**src/rtl/branch_predictor_if.sv**
```systemverilog
// Fetch/execute-side signal bundle between the core pipeline and the branch predictor.
// Latency: none (wiring only); prediction is combinational, execute state is one cycle behind fetch.
// Backpressure: stall holds the predictor's execute register, table and statistics.
interface branch_predictor_if;
    logic [31:0] if_pc;
    logic [31:0] if_inst;
    logic        if_valid;
    logic        stall;
    logic        ex_taken;
    logic [1:0]  predict_o;
    logic [1:0]  ex_pred_o;
    logic        mispredict_o;
    logic [31:0] branch_cnt_o;
    logic [31:0] miss_cnt_o;

    // Core pipeline side: drives fetch/execute status, consumes predictions.
    modport master (
        output if_pc, if_inst, if_valid, stall, ex_taken,
        input  predict_o, ex_pred_o, mispredict_o, branch_cnt_o, miss_cnt_o
    );

    // Predictor side.
    modport slave (
        input  if_pc, if_inst, if_valid, stall, ex_taken,
        output predict_o, ex_pred_o, mispredict_o, branch_cnt_o, miss_cnt_o
    );
endinterface

```
**src/rtl/branch_predictor.sv**
```systemverilog
// Direct-mapped 2-bit saturating-counter branch predictor with mispredict detect and MMIO stats.
// Latency: predict_o combinational in fetch; ex_pred_o one cycle later; table write visible next cycle.
// Backpressure: stall=1 freezes execute register, table and counters; mispredict_o stays live.
module branch_predictor #(
    parameter int         INDEX_BITS   = 6,
    parameter logic [1:0] COUNTER_INIT = 2'b01
) (
    input  logic               clk,
    input  logic               rst,
    branch_predictor_if.slave  bp
);
    localparam int ENTRIES = 1 << INDEX_BITS;

    localparam logic [6:0] OPC_BRANCH = 7'b1100011;
    localparam logic [1:0] PRED_TAKEN = 2'b10;
    localparam logic [1:0] PRED_NT    = 2'b01;
    localparam logic [1:0] PRED_NONE  = 2'b00;

    logic [1:0]            ctr_tbl [ENTRIES];
    logic [INDEX_BITS-1:0] if_idx;
    logic [INDEX_BITS-1:0] ex_idx;
    logic [1:0]            ex_pred;
    logic [1:0]            if_ctr;
    logic [1:0]            ex_ctr;
    logic [1:0]            ctr_nxt;
    logic [1:0]            predict;
    logic                  is_branch;
    logic                  mispredict;
    logic                  train;
    logic [31:0]           branch_cnt;
    logic [31:0]           miss_cnt;

    // Only B-type conditional branches are predicted; jumps resolve elsewhere.
    assign is_branch = bp.if_valid && (bp.if_inst[6:0] == OPC_BRANCH);
    assign if_idx    = bp.if_pc[INDEX_BITS+1:2];
    assign if_ctr    = ctr_tbl[if_idx];
    assign ex_ctr    = ctr_tbl[ex_idx];

    assign predict    = is_branch ? (if_ctr[1] ? PRED_TAKEN : PRED_NT) : PRED_NONE;
    assign mispredict = ((ex_pred == PRED_TAKEN) && !bp.ex_taken) ||
                        ((ex_pred == PRED_NT)    &&  bp.ex_taken);
    assign train      = !bp.stall && (ex_pred != PRED_NONE);

    // Saturating increment/decrement of the counter belonging to the branch in execute.
    always_comb begin
        ctr_nxt = ex_ctr;
        if (bp.ex_taken) begin
            if (ex_ctr != 2'b11) ctr_nxt = ex_ctr + 2'b01;
        end else begin
            if (ex_ctr != 2'b00) ctr_nxt = ex_ctr - 2'b01;
        end
    end

    // Counter table: trained once per resolved branch; lookup in the same cycle sees the old value.
    always_ff @(posedge clk or negedge rst) begin
        if (!rst) begin
            for (int i = 0; i < ENTRIES; i++) ctr_tbl[i] <= COUNTER_INIT;
        end else if (train) begin
            ctr_tbl[ex_idx] <= ctr_nxt;
        end
    end

    // Fetch-to-execute register; a mispredict squashes the wrong-path fetch slot.
    always_ff @(posedge clk or negedge rst) begin
        if (!rst) begin
            ex_pred <= PRED_NONE;
            ex_idx  <= '0;
        end else if (!bp.stall) begin
            if (mispredict) begin
                ex_pred <= PRED_NONE;
            end else begin
                ex_pred <= predict;
                ex_idx  <= if_idx;
            end
        end
    end

    // Branch and miss statistics, free-running modulo 2^32.
    always_ff @(posedge clk or negedge rst) begin
        if (!rst) begin
            branch_cnt <= '0;
            miss_cnt   <= '0;
        end else if (train) begin
            branch_cnt <= branch_cnt + 32'd1;
            if (mispredict) miss_cnt <= miss_cnt + 32'd1;
        end
    end

    assign bp.predict_o    = predict;
    assign bp.ex_pred_o    = ex_pred;
    assign bp.mispredict_o = mispredict;
    assign bp.branch_cnt_o = branch_cnt;
    assign bp.miss_cnt_o   = miss_cnt;
endmodule
```
**src/flat_wrapper.sv**
```systemverilog
// flat-port wrapper written by rule: the top's interface ports become plain ports
module branch_predictor_flat 
#(
    parameter int         INDEX_BITS   = 6,
    parameter logic [1:0] COUNTER_INIT = 2'b01
)
  (clk, rst, bp_if_pc, bp_if_inst, bp_if_valid, bp_stall, bp_ex_taken, bp_predict_o, bp_ex_pred_o, bp_mispredict_o, bp_branch_cnt_o, bp_miss_cnt_o);
  branch_predictor_if bp_i ();
  input  logic clk;
  input  logic rst;
  input wire logic [$bits(bp_i.if_pc)-1:0] bp_if_pc;
  input wire logic [$bits(bp_i.if_inst)-1:0] bp_if_inst;
  input wire logic [$bits(bp_i.if_valid)-1:0] bp_if_valid;
  input wire logic [$bits(bp_i.stall)-1:0] bp_stall;
  input wire logic [$bits(bp_i.ex_taken)-1:0] bp_ex_taken;
  output wire logic [$bits(bp_i.predict_o)-1:0] bp_predict_o;
  output wire logic [$bits(bp_i.ex_pred_o)-1:0] bp_ex_pred_o;
  output wire logic [$bits(bp_i.mispredict_o)-1:0] bp_mispredict_o;
  output wire logic [$bits(bp_i.branch_cnt_o)-1:0] bp_branch_cnt_o;
  output wire logic [$bits(bp_i.miss_cnt_o)-1:0] bp_miss_cnt_o;
  assign bp_i.if_pc = bp_if_pc;
  assign bp_i.if_inst = bp_if_inst;
  assign bp_i.if_valid = bp_if_valid;
  assign bp_i.stall = bp_stall;
  assign bp_i.ex_taken = bp_ex_taken;
  assign bp_predict_o = bp_i.predict_o;
  assign bp_ex_pred_o = bp_i.ex_pred_o;
  assign bp_mispredict_o = bp_i.mispredict_o;
  assign bp_branch_cnt_o = bp_i.branch_cnt_o;
  assign bp_miss_cnt_o = bp_i.miss_cnt_o;
  branch_predictor #(.INDEX_BITS(INDEX_BITS), .COUNTER_INIT(COUNTER_INIT)) u_core (.clk(clk), .rst(rst), .bp(bp_i));
endmodule
```
**config.mk**
```make
export PLATFORM = sky130hd
export DESIGN_NAME = branch_predictor_flat
export DESIGN_NICKNAME = d
export VERILOG_FILES = /design/src/rtl/branch_predictor_if.sv /design/src/rtl/branch_predictor.sv /design/src/flat_wrapper.sv
export SDC_FILE = /design/constraint.sdc
export NUM_CORES = 1
export LEC_CHECK = 0
export CAP_MARGIN = 25
export CORE_UTILIZATION = 50
export CTS_CLUSTER_SIZE = 28
export DETAILED_ROUTE_END_ITERATION = 12
export PLACE_DENSITY = 0.72
export SLEW_MARGIN = 40
export SYNTH_ARGS = -nofsm -noshare
export SYNTH_HDL_FRONTEND = slang
export SYNTH_SLANG_ARGS = --single-unit
```
**constraint.sdc**
```tcl
create_clock -name clk -period 3.8 [get_ports clk]
set_input_delay 0.76 -clock clk [delete_from_list [all_inputs] [get_ports clk]]
set_output_delay 0.76 -clock clk [all_outputs]
set_load 0.02 [all_outputs]
```
# --- Word level (Yosys, flattened, before mapping) ---
# Cells that the tools add are included.
word_totals:
  ff_bits: 200
  latch_bits: 0
  ramBits: 0
  mem_bits_ro: 0
  in_bits: 69
  out_inout_bits: 69
  wordCells: 110
  n_memories: 0
classes:
  n_addsub: 4
  n_mul: 0
  div: 0
  order_cmp: 3
  eq_ne: 4
  shifts: 0
  mux: 15
  bitwise_logic: 4
  reduce_logical: 12
ops:
  columns: ["operator", "n"]
  rows:
  - ["$bwmux W128", 1]
  - ["$add A32 B1 Y32 const B", 2]
  - ["$bmux W2 S6", 2]
  - ["$mux W2", 11]
  - ["$ge A7 B7 Y1 const B", 2]
  - ["$not A6 Y7", 2]
  - ["$demux W2 S6", 1]
  - ["$eq A7 B7 Y1 const B", 1]
  - ["$lt A7 B1 Y1 const B", 1]
  - ["$logic_and A1 B1 Y1", 5]
  - ["$reduce_and A2 Y1", 2]
  - ["$reduce_bool A2 Y1", 2]
  - ["$add A2 B1 Y2 const B", 1]
  - ["$eq A2 B1 Y1 const B", 1]
  - ["$eq A2 B2 Y1 const B", 1]
  - ["$logic_not A1 Y1", 2]
  - ["$ne A2 B2 Y1 const B", 1]
  - ["$not A1 Y1", 2]
  - ["$sub A2 B1 Y2 const B", 1]
  - ["$logic_or A1 B1 Y1", 1]

# --- Longest topological paths before layout ---
logic_depth:
  ltp_word: 8
  mapped_depth: 11
  ltp_nobuf: 8

# --- Worst setup path after synthesis ---
# No wires, ideal clock.
synth_path:
  kind: "input port to output port"
  from: "in bp_if_pc[2]"
  to: "out bp_predict_o[0]"
  arrival_time_ns: 3.064
  t_required_ns: 3.040
  path_slack_ns: -0.024
  path_stages: 6
  n_path_buf: 2
  cell_sequence: "buf_2 -> buf_2 -> mux4_2 -> mux4_2 -> mux4_2 -> nor2_1"
synth_between:
  elab_chain_cells: 6
synth_lines:
  columns: ["item", "line_no", "rtl"]
  rows:
  - ["start, declared", "flat_wrapper.sv:11", "input wire logic [$bits(bp_i.if_pc)-1:0] bp_if_pc;"]
  - ["$not A6 Y7 (implied by the code)", "branch_predictor.sv:36", "assign if_ctr = ctr_tbl[if_idx];"]
  - ["$bmux W2 S6", "branch_predictor.sv:36", null]
  - ["$mux W2 (implied by the code) (2 in series)", "branch_predictor.sv:36", null]
  - ["$mux W2 (2 in series)", "branch_predictor.sv:39", "assign predict = is_branch ? (if_ctr[1] ? PRED_TAKEN : PRED_NT) : PRED_NONE;"]
  - ["end, declared", "flat_wrapper.sv:16", "output wire logic [$bits(bp_i.predict_o)-1:0] bp_predict_o;"]
# No other way between the ends. The select of a mux whose other input is x is not followed.

# --- Worst setup path in the final report ---
layout_path:
  from: "in bp_if_pc[2]"
  to: "out bp_predict_o[1]"
# The elaborated chain is that of the path after synthesis.

==> results.md <==
* Outcome: finished, final reports clean
* Gp weighted congestion at slightly above 0.9
* Share of layout cells above drive strength 1 at 26.57%
* Worst Path Max Fanout at 4
* DRT Pass-1 Iters at 6
* Fillers at about 1600
* Post-synthesis compound-gate area fraction at 7.938%
* CTS clk-pin slew, worst paths at 0.08 ns
* CP arrival at 3.00 ns
* DR iter-0 viols at between 700 and 800
* Adder-cell share of the synthesized area at less than 1%
* Worst endpoint required time at ~3.0 ns
* Syn Nets at between 900 and 1000
* ANT nets after route at 0
* Kind of critical path: in -> out
* GRT overflow at 0
* Post-Synth XOR/XNOR Area at around 5.4%
* Vias in the first global route at ~7000
* First-pass GRT wire length at between 30000 and 40000 um
* IO Pins at 138
* Via density per instance at between 5 and 6
* Die H at about 140 um
* FF+latch area at about 0.0051 sq mm
* Least-Margin Pin Slew at around 0.84 ns
* Post-DP HPWL at about 17000 um
* Post-Layout Cell Count at approximately 1300
* Yosys reg bits at 200
* Largest net degree at the start of global routing at 101
* Hold buffers post-CTS at 0
* Seq/Total Area, Yosys at 50.97%
* Vias at 7395
* Root Driver: clkbuf_16
* I/O Buffers at between 80 and 90
* Post-synthesis cell type count at 63
* Reg-to-Reg Start: u_core.ex_idx[2]$_DFFE_PN0P_
* Final WL at ~25000 um
* Worst-Skew Late Latency at ~0.45 ns
* # nets final at 1048
* Layout area overhead at 20.39%
* Worst vdd ir at 0.3744 mV
* Reg2reg end: u_core.ctr_tbl[10]$_DFFE_PN1P_
* Wire per inst at approximately 20 um
* Final Hold Viols at 0
* Main combinational cell family by area after synthesis: multiplexers
* R2R depth at 8
* CTS tree: yes
* Die area at about 0.021 sq mm
* PwrDens at 367.6 mW/mm^2
* Cell count after synthesis at 872
* DRC Markers at 0
* Number of synthesized flops with an enable pin at 0
* Multiplexer share of the synthesized area at around 18%
* Crit. End Element: primary output
* Post-layout minimum cycle time at approximately 3.8 ns
* CTS Buffer Depth at 2
* Ys flop type: dfrtp_1
* Total track usage at 25.71%
* Synthesized area per cell at 11.44 sq um
* Worst slew margin at around 44%
* Initial antenna violation count at 0
* Final setup viols at 0
* Most common cell in the netlist: dfrtp_1
* Mapped Area at ~0.01 sq mm
* Synthesis Warnings at 0
* Clk_skew at approximately 0.009 ns
* Fmax at 265.8 MHz
* Top cells by count, synth: 136 x dfrtp_1, 106 x nor2_1, 97 x nand2_1, 64 x dfstp_2, 56 x mux2_2
* Post-synthesis async set-or-reset flop share at between 90% and 100%
* Max cap viols at 0
* Slew Viols, Final at 0
* Multi-input logic area at around 0.0046 sq mm
* Sink Count at 200
* Core area at ~0.02 sq mm
* R2R Setup Slk at between 0.3 and 0.4 ns
* Total CTS buffers at 17
* FP Rows at between 50 and 60
* Die width at 143.3 um
* Unrepaired setup endpoints after global routing: false
* Starting density of the core at 51.10%
* Synth area leaders: dfrtp_1 34%, dfstp_2 17%, mux4_2 6.5%
* Synth area leader: dfrtp_1
* Hold Slack at about 0.17 ns
* Hold WC Path Type: in -> async
* P_leak at 5.036 nW
* Period utilization at 99.00%
* Dpl cells at about 1200
* Simple-gate portion of the synthesized area at between 10% and 20%
* Top-area cell type share of the netlist area at between 30% and 40%
* N_diodes at 0
* Clock H-tree levels at 4
* CP Launch Type: primary input
-- worst max-delay path by stage --
stage | startpoint | end | slack [ns]
final | bp_if_pc[2] | bp_predict_o[1] | 0.04
after CTS | bp_if_pc[2] | bp_predict_o[1] | 0.06
after global routing | bp_if_pc[2] | bp_predict_o[1] | 0.001
after detailed placement | bp_if_pc[2] | bp_predict_o[0] | -0.68
after global placement | bp_if_pc[2] | bp_predict_o[0] | -0.65
after floorplan | bp_if_pc[2] | bp_predict_o[0] | 0.06
-- what timing repair did --
action                                  in CTS  in global routing
endpoints found under the setup margin       2                  1
gates cloned                                 2                  1
buffers inserted                             0                  0
resized for setup                           16                  0
-- final cells by class --
cell class	count	area share [%]
Clock inverter	14	1.354
Inverter	8	0.2500
Clock buffer	18	3.573
Sequential cell	200	42.34
Multi-Input combinational cell	624	38.48
Timing Repair Buffer	126	11.24
Tap cell	265	2.760
-- logic make-up (layout without fill, tap and decap cells) --
group / count (synthesis) / in the layout
and+or+nand+nor: 310 / 310
DFF: 200 / 200
AOI/OAI and AO/OA: 125 / 125
muxes: 123 / 123
xor gates and xnor gates: 62 / 62
buffers and inverters: 48 / 166
adders and majority gates: 4 / 4
-- sequential cells by signal (all words and copies together) (netlist names) --
register	flops
u_core.bp.miss_cnt_o	32
u_core.bp.branch_cnt_o	32
u_core.ex_idx	6
u_core.bp.ex_pred_o	2
u_core.ctr_tbl	128
-- layout by cell type, fill, tap and decap left out, types with 31 or more instances in the layout --
cell type        count
dfrtp_1            135
nor2_1             105
nand2_1             97
clkdlybuf4s50_1     81
dfstp_2             64
mux2_2              56
a21oi_1             44
xnor2_1             38
o21ai_0             31
nand3_1             31
-- worst max-delay path, stage by stage --
cell	delay, ns
buf_4	0.16
clkbuf_16	0.17
mux4_2	0.49
mux4_2	0.47
mux4_2	0.55
inv_1	0.10
nor2_1	0.04
clkdlybuf4s15_2	0.24
-- power breakdown --
part / switching (mW) / leakage (nW) / total [mW] / internal, mW
Clock: 0.912 / 0.288 / 1.80 / 0.884
Sequential: 0.0395 / 2.53 / 2.18 / 2.14
Combinational: 0.274 / 2.22 / 0.436 / 0.163
Total: 1.23 / 5.04 / 4.42 / 3.19
-- per-layer routing --
metal	vias up	track usage [%]	wire (um)
met5	-	0	0
met4	0	12.37	950
met3	82	5.567	2137
met2	361	38.90	11200
met1	3617	35.20	10830
li1	3335	-	-
-- per-stage QoR --
stage               power (mW)  worst slack [ns]  cell area, sq um  util, %  TNS (ns)
floorplan                2.452           0.05532              9980        -         0
finish                   4.416           0.03781             12010    61.51         0
global route             4.542          0.001346             12010    61.51         0
CTS                      4.426           0.05662             11960    61.24         0
global placement         2.632           -0.6544             11300    57.89    -1.271
detailed placement       2.635           -0.6784             11300    57.89    -1.320
Power figures use the tool's default switching activity.
